===== src/rtl/mem_port_arbiter.sv =====
`default_nettype none
// ============================================================================
// Module   : mem_port_arbiter
// Brief    : Round-robin owner of the single memory port; moves one line-sized
//            burst per grant for the I-miss path or the D-cache path.
// Revision : 1.0 - initial release
// ============================================================================
module mem_port_arbiter #(
  parameter int ADDR_W = 32,
  parameter int DATA_W = 32,
  parameter int BURST  = 4,
  parameter int BW     = (BURST > 1) ? $clog2(BURST) : 1
) (
  input  logic              clk,
  input  logic              rst,
  // instruction-side miss path
  input  logic              i_req,
  input  logic [ADDR_W-1:0] i_addr,
  output logic              i_rvalid,
  output logic [DATA_W-1:0] i_rdata,
  output logic              i_done,
  output logic              i_wait,
  // data-side cache management path
  input  logic              d_req,
  input  logic              d_we,
  input  logic [ADDR_W-1:0] d_addr,
  input  logic [DATA_W-1:0] d_wdata,
  output logic [BW-1:0]     d_beat,
  output logic              d_rvalid,
  output logic [DATA_W-1:0] d_rdata,
  output logic              d_done,
  output logic              d_wait,
  // memory port
  output logic              mem_req,
  output logic              mem_we,
  output logic [ADDR_W-1:0] mem_addr,
  output logic [DATA_W-1:0] mem_wdata,
  input  logic              mem_ack,
  input  logic [DATA_W-1:0] mem_rdata
);

  localparam int                c_BYTES     = DATA_W / 8;
  localparam int                c_LINE_BITS = $clog2(BURST * c_BYTES);
  localparam logic [ADDR_W-1:0] c_LINE_MASK = ~((ADDR_W'(1) << c_LINE_BITS) - ADDR_W'(1));
  localparam logic [BW-1:0]     c_LAST_BEAT = BW'(BURST - 1);

  localparam logic [1:0] c_IDLE  = 2'd0;
  localparam logic [1:0] c_BUS_I = 2'd1;
  localparam logic [1:0] c_BUS_D = 2'd2;
  localparam logic [1:0] c_RESP  = 2'd3;

  logic [1:0]        r_state;
  logic [BW-1:0]     r_beat;
  logic [ADDR_W-1:0] r_base;
  logic              r_last_d;   // 1: D held the previous grant
  logic              r_gnt_d;    // side owning the current/just-finished burst

  logic              w_bus_i;
  logic              w_bus_d;
  logic              w_bus;
  logic              w_pick_d;
  logic              w_pick_i;
  logic              w_d_read;
  logic [ADDR_W-1:0] w_beat_off;

  // On a tie the side that did not own the last grant wins.
  assign w_pick_d = d_req & (~i_req | ~r_last_d);
  assign w_pick_i = i_req & ~w_pick_d;

  assign w_bus_i  = (r_state == c_BUS_I);
  assign w_bus_d  = (r_state == c_BUS_D);
  assign w_bus    = w_bus_i | w_bus_d;
  assign w_d_read = w_bus_d & ~d_we;

  assign w_beat_off = ADDR_W'(r_beat) * ADDR_W'(c_BYTES);

  always_ff @(posedge clk) begin
    if (rst) begin
      r_state  <= c_IDLE;
      r_beat   <= '0;
      r_base   <= '0;
      r_last_d <= 1'b0;
      r_gnt_d  <= 1'b0;
    end else begin
      case (r_state)
        c_IDLE: begin
          if (w_pick_d) begin
            r_state  <= c_BUS_D;
            r_base   <= d_addr & c_LINE_MASK;
            r_beat   <= '0;
            r_last_d <= 1'b1;
            r_gnt_d  <= 1'b1;
          end else if (w_pick_i) begin
            r_state  <= c_BUS_I;
            r_base   <= i_addr & c_LINE_MASK;
            r_beat   <= '0;
            r_last_d <= 1'b0;
            r_gnt_d  <= 1'b0;
          end
        end
        c_BUS_I, c_BUS_D: begin
          if (mem_ack) begin
            if (r_beat == c_LAST_BEAT) begin
              r_state <= c_RESP;
            end else begin
              r_beat <= r_beat + 1'b1;
            end
          end
        end
        c_RESP: begin
          r_state <= c_IDLE;
        end
        default: begin
          r_state <= c_IDLE;
        end
      endcase
    end
  end

  assign mem_req   = w_bus;
  assign mem_we    = w_bus_d & d_we;
  assign mem_addr  = w_bus ? (r_base + w_beat_off) : '0;
  assign mem_wdata = (w_bus_d & d_we) ? d_wdata : '0;

  // Read beats flow straight through from the memory port.
  assign i_rvalid = w_bus_i & mem_ack;
  assign i_rdata  = i_rvalid ? mem_rdata : '0;
  assign d_rvalid = w_d_read & mem_ack;
  assign d_rdata  = d_rvalid ? mem_rdata : '0;

  assign d_beat = w_bus_d ? r_beat : '0;

  assign i_done = (r_state == c_RESP) & ~r_gnt_d;
  assign d_done = (r_state == c_RESP) &  r_gnt_d;

  assign i_wait = i_req & ~i_done;
  assign d_wait = d_req & ~d_done;

endmodule
`default_nettype wire

===== config.mk =====
export PLATFORM = sky130hd
export DESIGN_NAME = mem_port_arbiter
export DESIGN_NICKNAME = d
export VERILOG_FILES = /design/src/rtl/mem_port_arbiter.sv
export SDC_FILE = /design/constraint.sdc
export NUM_CORES = 1
export LEC_CHECK = 0
export BUFFER_PORTS_ARGS = -buffer_cell sky130_fd_sc_hd__buf_2
export CAP_MARGIN = 20
export CELL_PAD_IN_SITES_DETAIL_PLACEMENT = 0
export CELL_PAD_IN_SITES_GLOBAL_PLACEMENT = 1
export CORE_ASPECT_RATIO = 1.75
export CORE_MARGIN = 5
export CORE_UTILIZATION = 20
export DETAILED_ROUTE_END_ITERATION = 10
export HOLD_SLACK_MARGIN = 0.05
export PLACE_DENSITY_LB_ADDON = 0.15
export SETUP_SLACK_MARGIN = 0.5
export SLEW_MARGIN = 20
export SYNTH_ARGS = -nofsm -noshare
export SYNTH_HDL_FRONTEND = slang
export SYNTH_SLANG_ARGS = --single-unit

===== constraint.sdc =====
create_clock -name clk -period 1.59 [get_ports clk]
set_input_delay 0.159 -clock clk [delete_from_list [all_inputs] [get_ports clk]]
set_output_delay 0.159 -clock clk [all_outputs]
set_load 0.05 [all_outputs]

---- Word-level counts from Yosys, hierarchy flattened ----
Cells that the tools add are included.
word-level totals
  output and inout bits ................... 138
  latch bits .............................. 0
  memories kept ........................... 0
  RAM bits ................................ 0
  register bits ........................... 37
  memory bits (read-only) ................. 0
operators by class
  multipliers ............................. 0
  shift operators ......................... 0
  $lt $le $gt $ge ......................... 0
  eq/ne operators ......................... 8
  mux-type cells .......................... 19
  reduce and logical (&&, ||, !) cells .... 7
  bitwise gates (word level) .............. 18
  divide/modulo/power cells ............... 0
  add/sub/neg operators ................... 2
operator list
  operator             count
  $mux 32              6
  $add 32x4->32        1
  $mux 2               9
  $and 1x1->1          10
  $eq 2x2->1 const B   3
  $ne 2x2->1 const B   3
  $not 1->1            6
  $pmux 2 s3           1
  $pmux 2 s2           1
  $reduce_and 4->1     1
  $reduce_bool 2->1    2
  $ne 3x3->1 const B   1
  $reduce_and 3->1     1
  $add 2x1->2 const B  1
  $eq 2x1->1 const B   1
  $logic_not 2->1      1
  $mux 1               2
  $or 1x1->1           2
  $reduce_and 2->1     1
  $reduce_or 2->1      1

---- Longest topological paths before layout ----
  depth in word-level cells ............... 8
  depth in mapped cells ................... 7
  mapped depth without buffers ............ 5

---- Worst setup path before layout ----
No wires, ideal clock.
  kind .................................... register -> register
  from .................................... register r_state[0]
  to ...................................... register r_beat[0]
  cell stages (with the launch flop) ...... 6
  data arrival time ....................... 1.910 ns
  required time ........................... 1.515 ns
  setup time .............................. 0.075 ns
  path slack .............................. -0.396 ns
  cell sequence ........................... dfxtp_1 inv_1 ha_1 and2_1 o21ai_0 a31oi_1
on the way
  word-level cells in the longest chain between the ends .. 4
ends and longest elaborated chain
  element                                                                  line  RTL
  from (decl)                                                              52    logic [1:0] r_state;
  from (signal assigned)                                                   79    r_state <= c_IDLE;
  from (signal assigned)                                                   88    r_state <= c_BUS_D;
  from (signal assigned)                                                   94    r_state <= c_BUS_I;
  $eq 2x1->1 / $eq 2x2->1 (equally long branches)                          85    case (r_state)
  $reduce_or 2->1                                                          85
  $ne 2x2->1 (no source line) / $reduce_bool 2->1 (equally long branches)  --
  $reduce_and 4->1 (no source line)                                        --
  to (signal assigned)                                                     106   r_beat <= r_beat + 1'b1;
  to (decl)                                                                53    logic [BW-1:0] r_beat;
Several ways; a longest one is shown, not always the timed one.
A chain may end at the register's enable or synchronous reset.

---- Worst setup path after layout ----
  from .................................... register r_state[1]
  to ...................................... output port d_rdata[0]
on the way
  word-level cells in the longest chain between the ends .. 4
ends and longest elaborated chain
  element      line  RTL
  $eq 2x2->1   71    assign w_bus_d = (r_state == c_BUS_D);
  $and 1x1->1  73    assign w_d_read = w_bus_d & ~d_we;
  $and 1x1->1  128   assign d_rvalid = w_d_read & mem_ack;
  $mux 32      129   assign d_rdata = d_rvalid ? mem_rdata : '0;
  to (decl)    30    output logic [DATA_W-1:0] d_rdata,
No other way between the ends.

==> impl_metrics.json <==
{
  "outcome": "finished, violations left",
  "violations": "negative setup slack",
  "clk_path_buf_depth": 2,
  "yosys.area_share.simple_pct": 47.4,
  "coreArea_um2": 12600,
  "dpl_worst_slack_ns": 0.00449,
  "cts_hold_buf": 0,
  "ios": 272,
  "fin_skew_ns": 0.00586,
  "synth-xor-area-share_pct": 0,
  "period_needed_ns": 1.76,
  "hpwl_mm": 9.69,
  "detail_route.first_pass.iterations": 3,
  "wl_per_cell_um": 19.1,
  "grt.total_usage_pct": 17.9,
  "synth-compound-area-share_pct": 16.1,
  "drc_errors": 0,
  "syn2layout_area_growth_pct": 179,
  "via_count": 3763,
  "setup_slack_ns": -0.166,
  "grt_max_degree": 36,
  "gp_congestion": 0.778,
  "cap_violations": 0,
  "pwr-share-clk_pct": 7.6,
  "h-tree-depth": 2,
  "total_power_w": 0.0122,
  "criticalPathCategory": "flop to output port",
  "ir_drop_v": 0.000825,
  "worstSkewPairLatency_ns": 0.28,
  "p_sw_share_pct": 43.7,
  "die_area_um2": 15300,
  "comb_power_share_pct": 81.7,
  "num_rows": 54,
  "hold_viol": 0,
  "seq_power_share_pct": 10.7,
  "slew_viol_final": 0,
  "drt_iter0_markers": 71,
  "synth_top_area_cell": "dfxtp_1",
  "cts.sinks": 33,
  "overflow": 0,
  "powerDensity_nw_per_um2": 1710,
  "yosys-top-cells-area": "dfxtp_1 26%, and2_1 17%, and3_1 16%",
  "cp_common_cell": "buf_6",
  "p_switching_w": 0.00534,
  "synthTopCellsByCount": "68 x and2_1, 64 x and3_1, 58 x nand2_1",
  "ant_nets": 0,
  "internal_power_w": 0.00689,
  "synth_seq_cells": 33,
  "worst-path-max-fanout": 9,
  "die_w_um": 95.7,
  "slowest_stage": "dfxtp_4",
  "synth_top_family_by_area": "simple AND/OR/NAND/NOR gates",
  "wirelength_mm": 15.5,
  "io_buffer_count": 261,
  "crit_required_ns": 1.43,
  "end_kind": "output port",
  "hold_path_class": "primary input to flop",
  "cpPeakStageDelay_ns": 0.38,
  "rsz0062_at_grt": "yes",
  "cts_made_buffers": 5,
  "synth.avg_cell_area_um2": 7.33,
  "yosysWarnings": 0,
  "clk_pin_slew_ns": 0.05,
  "finalCritPeriodShare_pct": 110,
  "netlist_area_um2": 2570,
  "netlist_instances": 351,
  "grt_pass1_vias": 3874,
  "yosysMostFrequentCell": "and2_1",
  "fin_setup_tns_ns": -12.01,
  "path_buf_inv": 3,
  "synthAdderAreaFrac_pct": 2.43,
  "layout.nets": 779,
  "ys_seq_area_share_pct": 25.7,
  "chipHeight_um": 160,
  "synth_edf_count": 0,
  "synth-async-reset-ratio_pct": 0,
  "cts_tree": "done",
  "crit_chain": "ha_4 -> nor3b_4 -> buf_6 -> buf_12 -> and2_2 -> buf_6",
  "cts_root_buf": "clkbuf_16",
  "fmax_mhz": 570,
  "leakagePower_nw": 3.26,
  "synthFlopType": "dfxtp_1",
  "synth_mux_area_share_pct": 0,
  "initial_utilization_pct": 20.5,
  "crit_arrival_ns": 1.60,
  "start_kind": "flop",
  "path_delay_family": "buffers and inverters",
  "setup_violations": 134,
  "antenna_found_initial": 1,
  "synth_top_area_share_pct": 25.7,
  "viasPerCell": 4.65,
  "drive_above_1_share_pct": 79.3,
  "post_synth_num_cell_types": 31,
  "grt_pass1_wl_mm": 21.3
}
-- logic make-up (layout without fill, tap and decap cells) --
logic type                 count (synthesis)  in the layout
AOI/OAI and AO/OA                         45             45
other                                      1              3
buffers and inverters                     40            329
DFF                                       33             33
adders and majority gates                  5              5
and+or+nand+nor                          227            227
-- final timing paths --
kind / from / to / slack [ns] / cells past startpoint
worst min-delay path: i_addr[4] / r_base[4] / 0.14 / 3
worst max register to register: r_state[0] / r_beat[1] / -0.09 / 7
worst max-delay path: r_state[1] / d_rdata[0] / -0.17 / 6
worst min register to register: r_base[15] / r_base[15] / 0.49 / 2
-- registers in the layout (all words and copies together), names as in the netlist --
signal,flops
r_base,28
r_state,2
r_beat,2
r_gnt_d,1
-- metrics by stage --
stage                     hold slack, ns  cells  area, um^2  utilization (%)
after CTS                          0.131    797        6630             52.8
after global placement             0.424    760        4670             37.2
after floorplan                    0.237    352        3180                -
final                              0.139    810        7170             57.0
after global routing               0.142    810        7170             57.0
after detailed placement           0.429    760        4670             37.2
-- worst min-delay path, cell delays in order --
cell and delay [ns]:
buf_2 0.10, nand2_1 0.05, a311oi_1 0.06
-- cell usage in the layout (no fill, tap or decap), types with 2 or more instances in the layout --
cell	instances
buf_12	20
buf_4	9
nor2_4	4
conb_1	2
clkinv_2	2
nor2b_4	2
and2_2	6
a311oi_2	22
buf_8	122
nor2_1	18
clkbuf_16	12
nor3b_4	2
buf_6	20
a21boi_4	2
and3_4	64
o21ai_0	3
inv_2	2
dfxtp_1	31
and2_4	62
a311oi_1	6
nand2_1	58
ha_4	4
a31oi_1	3
buf_16	12
inv_1	3
buf_2	125
nor2_2	7
-- power groups by stage --
| stage | registers, W | clock network (W) | logic, W |
|---|---|---|---|
| final | 0.00130 | 0.000930 | 0.00999 |
| after global routing | 0.00134 | 0.00100 | 0.0105 |
| after CTS | 0.00128 | 0.000968 | 0.00898 |
| after detailed placement | 0.00128 | 0 | 0.00577 |
| after global placement | 0.00128 | 0 | 0.00574 |
| after floorplan | 0.00125 | 0 | 0.00446 |
-- final cells by class --
| type | count | area, um^2 |
|---|---|---|
| Fill cell | 1090 | 5400 |
| Sequential cell | 33 | 666 |
| Clock buffer | 6 | 129 |
| Clock inverter | 2 | 10.0 |
| Timing Repair Buffer | 316 | 3690 |
| Antenna cell | 1 | 2.50 |
| Inverter | 5 | 18.8 |
| Multi-Input combinational cell | 279 | 2440 |
| Tap cell | 168 | 210 |
-- layer usage --
layer	wire length [um]	track usage, %	vias up
li1	-	-	1792
met1	4970	17.0	1759
met2	8630	34.5	185
met3	1270	4.38	27
met4	602	8.35	0
met5	0	0	-
-- repair_timing --
action / CTS / global route
cloned: 14 / 8
pin swaps: 23 / 34
setup buffers: 15 / 4
gates resized for setup: 412 / 80
endpoints found under the setup margin: 169 / 169
(Power assumes the default switching activity.)
